[src/rtl/rgb_to_ycbcr_pipe.sv]
// rtl/rgb_to_ycbcr_pipe.sv - 4-stage RGB->YCbCr converter, per-frame matrix select, valid/ready stall.
// Optional limited-range clamp of output components when RGB2YCC_LIMIT_CLAMP_EN is defined.
module rgb_to_ycbcr_pipe #(
    parameter int DW           = 8,
    parameter int MODE_DEFAULT = 0
) (
    input  logic          clk,
    input  logic          rst,
    input  logic [DW-1:0] i_r,
    input  logic [DW-1:0] i_g,
    input  logic [DW-1:0] i_b,
    input  logic          i_h_sync,
    input  logic          i_v_sync,
    input  logic          i_data_en,
    input  logic [1:0]    i_mode,
    input  logic          i_valid,
    output logic          o_in_ready,
    output logic [DW-1:0] o_y,
    output logic [DW-1:0] o_cb,
    output logic [DW-1:0] o_cr,
    output logic          o_h_sync,
    output logic          o_v_sync,
    output logic          o_data_en,
    output logic [1:0]    o_mode,
    output logic          o_valid,
    input  logic          i_out_ready
);
    localparam int PW = DW + 8;
    localparam int SW = DW + 10;
    localparam logic [DW-1:0] MAX_VAL = {DW{1'b1}};
    localparam logic [SW-1:0] Y_OFF   = SW'(16) << DW;
    localparam logic [SW-1:0] C_OFF   = SW'(128) << DW;
`ifdef RGB2YCC_LIMIT_CLAMP_EN
    localparam logic [DW-1:0] LIM_LO   = DW'(16) << (DW - 8);
    localparam logic [DW-1:0] LIM_Y_HI = DW'(235) << (DW - 8);
    localparam logic [DW-1:0] LIM_C_HI = DW'(240) << (DW - 8);
`endif

    typedef enum logic [1:0] {M_709 = 2'd0, M_601 = 2'd1, M_JPEG = 2'd2, M_RSVD = 2'd3} mode_t;

    typedef struct packed {
        logic  hs;
        logic  vs;
        logic  de;
        mode_t mode;
        logic  valid;
    } meta_t;

    logic          en, take, frame_start, prev_vs, next_prev_vs;
    mode_t         active_mode, next_mode;
    logic [8:0]    coef [9];
    logic [DW-1:0] rgb [3];
    logic [PW-1:0] s1_p [9];
    meta_t         m1, m2, m3;
    logic [SW-1:0] s2_y, s2_cb_p, s2_cb_n, s2_cr_p, s2_cr_n;
    logic [SW-1:0] s3_y, s3_cb, s3_cr;
    logic [DW-1:0] y_fin, cb_fin, cr_fin;

    function automatic logic [SW-1:0] pos_diff(input logic [SW-1:0] a, input logic [SW-1:0] b);
        return (a > b) ? a - b : '0;
    endfunction

    function automatic logic [DW-1:0] round_sat(input logic [SW-1:0] v);
        logic [SW-1:0] q;
        q = (v + SW'(128)) >> 8;
        return (q > SW'(MAX_VAL)) ? MAX_VAL : q[DW-1:0];
    endfunction

`ifdef RGB2YCC_LIMIT_CLAMP_EN
    function automatic logic [DW-1:0] limit(input logic [DW-1:0] v, input logic [DW-1:0] lo,
                                            input logic [DW-1:0] hi);
        return (v < lo) ? lo : ((v > hi) ? hi : v);
    endfunction
`endif

    assign en         = i_out_ready | ~o_valid;
    assign o_in_ready = en;
    assign take       = i_valid & en;

    // The frame-start beat itself already carries the newly requested matrix.
    always_comb begin
        frame_start  = take & i_v_sync & ~prev_vs;
        next_mode    = frame_start ? mode_t'(i_mode) : active_mode;
        next_prev_vs = take ? i_v_sync : prev_vs;
    end

    always_ff @(posedge clk or posedge rst) begin
        if (rst) begin
            active_mode <= mode_t'(2'(MODE_DEFAULT));
            prev_vs     <= 1'b0;
        end else begin
            active_mode <= next_mode;
            prev_vs     <= next_prev_vs;
        end
    end

    always_comb begin
        rgb  = '{i_r, i_g, i_b};
        coef = '{9'd47, 9'd157, 9'd16, 9'd26, 9'd86, 9'd112, 9'd112, 9'd102, 9'd10};
        case (next_mode)
            M_601:   coef = '{9'd66, 9'd129, 9'd25, 9'd38, 9'd74, 9'd112, 9'd112, 9'd94, 9'd18};
            M_JPEG:  coef = '{9'd77, 9'd150, 9'd29, 9'd43, 9'd85, 9'd128, 9'd128, 9'd107, 9'd21};
            default: ;
        endcase
    end

    always_comb begin
        y_fin  = round_sat(s3_y);
        cb_fin = round_sat(s3_cb);
        cr_fin = round_sat(s3_cr);
`ifdef RGB2YCC_LIMIT_CLAMP_EN
        if (m3.mode != M_JPEG) begin
            y_fin  = limit(y_fin, LIM_LO, LIM_Y_HI);
            cb_fin = limit(cb_fin, LIM_LO, LIM_C_HI);
            cr_fin = limit(cr_fin, LIM_LO, LIM_C_HI);
        end
`endif
    end

    always_ff @(posedge clk or posedge rst) begin
        if (rst) begin
            for (int k = 0; k < 9; k++) s1_p[k] <= '0;
            m1 <= '0; m2 <= '0; m3 <= '0;
            s2_y <= '0; s2_cb_p <= '0; s2_cb_n <= '0; s2_cr_p <= '0; s2_cr_n <= '0;
            s3_y <= '0; s3_cb <= '0; s3_cr <= '0;
            o_y <= '0; o_cb <= '0; o_cr <= '0;
            o_h_sync <= 1'b0; o_v_sync <= 1'b0; o_data_en <= 1'b0;
            o_mode <= 2'd0; o_valid <= 1'b0;
        end else if (en) begin
            for (int k = 0; k < 9; k++) s1_p[k] <= PW'(rgb[k % 3]) * PW'(coef[k]);
            m1.hs    <= i_h_sync;
            m1.vs    <= i_v_sync;
            m1.de    <= i_data_en;
            m1.mode  <= next_mode;
            m1.valid <= i_valid;

            // Chroma terms split into positive and negative sums so nothing goes signed.
            s2_y    <= SW'(s1_p[0]) + SW'(s1_p[1]) + SW'(s1_p[2]) +
                       ((m1.mode == M_JPEG) ? SW'(0) : Y_OFF);
            s2_cb_p <= SW'(s1_p[5]) + C_OFF;
            s2_cb_n <= SW'(s1_p[3]) + SW'(s1_p[4]);
            s2_cr_p <= SW'(s1_p[6]) + C_OFF;
            s2_cr_n <= SW'(s1_p[7]) + SW'(s1_p[8]);
            m2      <= m1;

            s3_y  <= s2_y;
            s3_cb <= pos_diff(s2_cb_p, s2_cb_n);
            s3_cr <= pos_diff(s2_cr_p, s2_cr_n);
            m3    <= m2;

            o_y       <= y_fin;
            o_cb      <= cb_fin;
            o_cr      <= cr_fin;
            o_h_sync  <= m3.hs;
            o_v_sync  <= m3.vs;
            o_data_en <= m3.de;
            o_mode    <= m3.mode;
            o_valid   <= m3.valid;
        end
    end
endmodule

[config.mk]
export PLATFORM = sky130hd
export DESIGN_NAME = rgb_to_ycbcr_pipe
export DESIGN_NICKNAME = d
export VERILOG_FILES = /design/src/rtl/rgb_to_ycbcr_pipe.sv
export SDC_FILE = /design/constraint.sdc
export NUM_CORES = 1
export LEC_CHECK = 0
export ABC_AREA = 1
export BUFFER_PORTS_ARGS = -buffer_cell sky130_fd_sc_hd__buf_2
export CAP_MARGIN = 20
export CELL_PAD_IN_SITES_DETAIL_PLACEMENT = 0
export CELL_PAD_IN_SITES_GLOBAL_PLACEMENT = 1
export CORE_ASPECT_RATIO = 1.4
export CORE_MARGIN = 2
export CORE_UTILIZATION = 30
export CTS_BUF_LIST = sky130_fd_sc_hd__clkbuf_2 sky130_fd_sc_hd__clkbuf_4 sky130_fd_sc_hd__clkbuf_8
export DETAILED_ROUTE_END_ITERATION = 8
export GPL_ROUTABILITY_DRIVEN = 0
export MAX_ROUTING_LAYER = met4
export PLACE_DENSITY = 0.55
export SLEW_MARGIN = 0
export SYNTH_ARGS = -nofsm -noshare
export SYNTH_HDL_FRONTEND = slang
export SYNTH_SLANG_ARGS = --single-unit
[constraint.sdc]
create_clock -name clk -period 27.8 [get_ports clk]
set_clock_uncertainty 0.15 [all_clocks]
set_input_delay 5.56 -clock clk [delete_from_list [all_inputs] [get_ports clk]]
set_output_delay 5.56 -clock clk [all_outputs]
set_load 0.03 [all_outputs]
==> impl_summary.log <==
[metrics] run status: finished clean
[metrics] largest incremental delay on the critical path: 450 ps
[metrics] count of standard-cell rows: 134
[metrics] ordered list of cells on the worst path: buf_2 -> nor2_4 -> buf_4 -> inv_8 -> buf_2
[metrics] commonest non-fill, non-tap cell in the layout: nand2_1
[metrics] Gate Count Post-Synth: 3841
[metrics] PortBufs: 63
[metrics] Crit path buffers/inverters: 4
[metrics] register clock-pin slew on the reported worst setup and hold paths: 60 ps
[metrics] GRT Total Usage: 18.05%
[metrics] top library cells by usage in the layout, fill and taps aside: 1029 x nand2_1, 748 x inv_1, 415 x ha_1
[metrics] Vert. Die Dim: 370.4 um
[metrics] number of nets with antenna violations after routing: 0
[metrics] full die area: 98440 um^2
[metrics] required arrival time at the worst endpoint: roughly 22000 ps
[metrics] Async SR Flop Fraction: 100.0%
[metrics] largest fanout on the critical path: 114
[metrics] number of enable-type register cells in the synthesized netlist: 0
[metrics] final clock period utilization by the worst path: 45.32%
[metrics] DR WL/cell: 16.26 um
[metrics] number of maximum-capacitance violations: 0
[metrics] number of vias after detailed routing: 23590
[metrics] Resize count post-CTS: 0
[metrics] largest net degree at the start of global routing: 185
[metrics] aggregate routed wire length: 84060 um
[metrics] Pre-Repair DR Iteration Count: 5
[metrics] total number of clock tree sinks: 287
[metrics] family of cells with the greatest summed delay on the critical path: buffers and inverters
[metrics] Worst EP arrival: around 6900 ps
[metrics] total setup violations reported at the end of the flow: 0
[metrics] # Post-CTS Setup Buffers: 0
[metrics] CTS Buffer Depth: 3
[metrics] P&R area growth vs syn: 9.750%
[metrics] worst slew margin relative to its limit: roughly 33%
[metrics] hold-fix buffer count after cts: 0
[metrics] final total negative setup slack: 0 ps
[metrics] Post-Syn Area: 28770 um^2
[metrics] count of state elements after synthesis: 287
[metrics] Worst-Margin Slew: 1007 ps
[metrics] post-synthesis sequential area ratio: 24.96%
[metrics] type of origin of the critical path: primary input
[metrics] number of buffers created by CTS: 54
[metrics] starting density of the core: 30.21%
[metrics] final-stage net count: 4542
[metrics] total core area: 95230 um^2
[metrics] RSZ-0062 raised after global routing: no
[metrics] Ys Warns: 0
[metrics] syn avg cell area: roughly 7.5 um^2
[metrics] share of post-route cells with drive strength above 1: 5.098%
[metrics] vias per std cell: 4.562
[metrics] most frequent cell on the critical path: buf_2
[metrics] Clk Tree Root Cell: clkbuf_8
[metrics] number of failing hold endpoints at the final stage: 0
[metrics] half-perimeter wire length of the detailed placement result: a little under 70000 um
[metrics] commonest register cell after synthesis: dfrtp_1
[metrics] cell at the slowest stage of the critical path: buf_4
[metrics] Boundary Pins: 64
[metrics] Horiz. Die Dim: 265.7 um
[metrics] number of design-rule violations left by the first detailed-router iteration: 961
[metrics] first-pass GRT wire length: 135700 um
[metrics] critical path class: in2out
[metrics] detailed-route DRC error count: 0
[metrics] clock tree from TritonCTS: yes
[metrics] vias in the first global route: 24730
[metrics] number of levels the H-tree was split into: 2
[metrics] initial antenna violation count: 6
[metrics] Congestion Overflow GR: 0
[metrics] final critical delay including setup and external delays: roughly 13000 ps
[metrics] fmax: 0.07937 GHz
[metrics] min-delay worst type: reg2reg
[metrics] insertion delay of the later-clocked pin in the worst-skew pair: 680 ps
[metrics] total count of max-transition violations in the final report: 0
[metrics] element type at the critical path end: output port
[metrics] number of distinct library cells after synthesis: 39
[cell families (layout without fill, tap and decap cells)]
group / Yosys count / after routing / share of synthesized area, %
AOI/OAI and AO/OA: 446 / 446 / 8.180
xor gates and xnor gates: 55 / 55 / 1.674
adders and majority gates: 600 / 600 / 30.89
buffers and inverters: 829 / 919 / 11.01
DFF: 287 / 287 / 24.96
other: 2 / 18 / 0.02610
and+or+nand+nor: 1622 / 1622 / 23.25
[state kept, by name, summed over array words and instances (netlist names), 6 cells and up]
signal and count:
s3_y 11, s2_cb_n 17, m2 6, o_y 8, s1_p 132, o_cr 8
m1 6, s2_cr_p 13, m3 6, o_cb 8, s2_cb_p 13, s3_cb 11
s2_y 11, s2_cr_n 17, s3_cr 11
[cells in the mapped netlist (8+ instances only)]
| cell | instances | area, um^2 |
|---|---|---|
| ha_1 | 416 | 5205 |
| nor3_1 | 22 | 110.1 |
| o21ai_0 | 205 | 1026 |
| and2_1 | 9 | 56.30 |
| nor2_1 | 255 | 957.2 |
| nand4_1 | 49 | 306.5 |
| inv_1 | 749 | 2811 |
| dfrtp_1 | 287 | 7182 |
| or2_2 | 14 | 87.58 |
| buf_2 | 40 | 200.2 |
| fa_1 | 184 | 3684 |
| o21bai_1 | 21 | 157.7 |
| nand3_1 | 208 | 1041 |
| nand2_1 | 1029 | 3862 |
| xnor2_1 | 25 | 219.0 |
| a21oi_1 | 160 | 800.8 |
| xor2_1 | 30 | 262.8 |
| o21ai_1 | 18 | 90.09 |
| clkbuf_1 | 31 | 116.4 |
| o22ai_1 | 8 | 50.05 |
| nand3b_1 | 19 | 142.6 |
| a31oi_1 | 23 | 143.9 |
[metal layers]
layer / wire (um) / vias to the layer above / global-route usage, % / share of wire, %
met1: 37040 / 11040 / 21.63 / 44
met4: 2409 / 0 / 5.326 / 2.9
met2: 42390 / 268 / 31.98 / 50
li1: - / 12190 / - / -
met5: 0 / - / - / 0
met3: 2215 / 101 / 1.766 / 2.6
[final timing paths]
kind,endpoint,start,cells after the start,slack [ps]
worst max-delay path,o_in_ready,i_out_ready,5,15200
max in group asynchronous,s1_p[129],rst,3,21230
worst max register to register,s1_p[28],o_valid,26,20990
worst min register to register,o_valid,m3[0],1,310
worst min-delay path,o_valid,m3[0],1,310
min in group asynchronous,o_h_sync,rst,2,4860
[area by class of cell]
class                      instances  area (um^2)
timing repair buffer              75        417.9
fill                           10510        63650
sequential                       287         7182
antenna                            4        10.01
inverter                         754         2845
multi-input combinational       2737        18470
clock inverter                    12        118.9
clock buffer                      78        998.5
tap                             1224         1531
[stage by stage]
stage                     util (%)  cell area [um^2]  hold slack [ps]  setup WS, ps  instances
final                        33.16             31580            310.1         15200       5171
after global routing         33.16             31580            333.8         15060       5171
after global placement       31.98             30450            295.0         15160       5077
after detailed placement     31.98             30450            304.2         15160       5077
after floorplan                  -             28820            286.9         14170       3853
after CTS                    33.15             31570            312.6         15150       5167
Power is left out: the tool's default activity adds up to more than one toggle a clock period on the data nets, which glitch-free logic cannot reach.
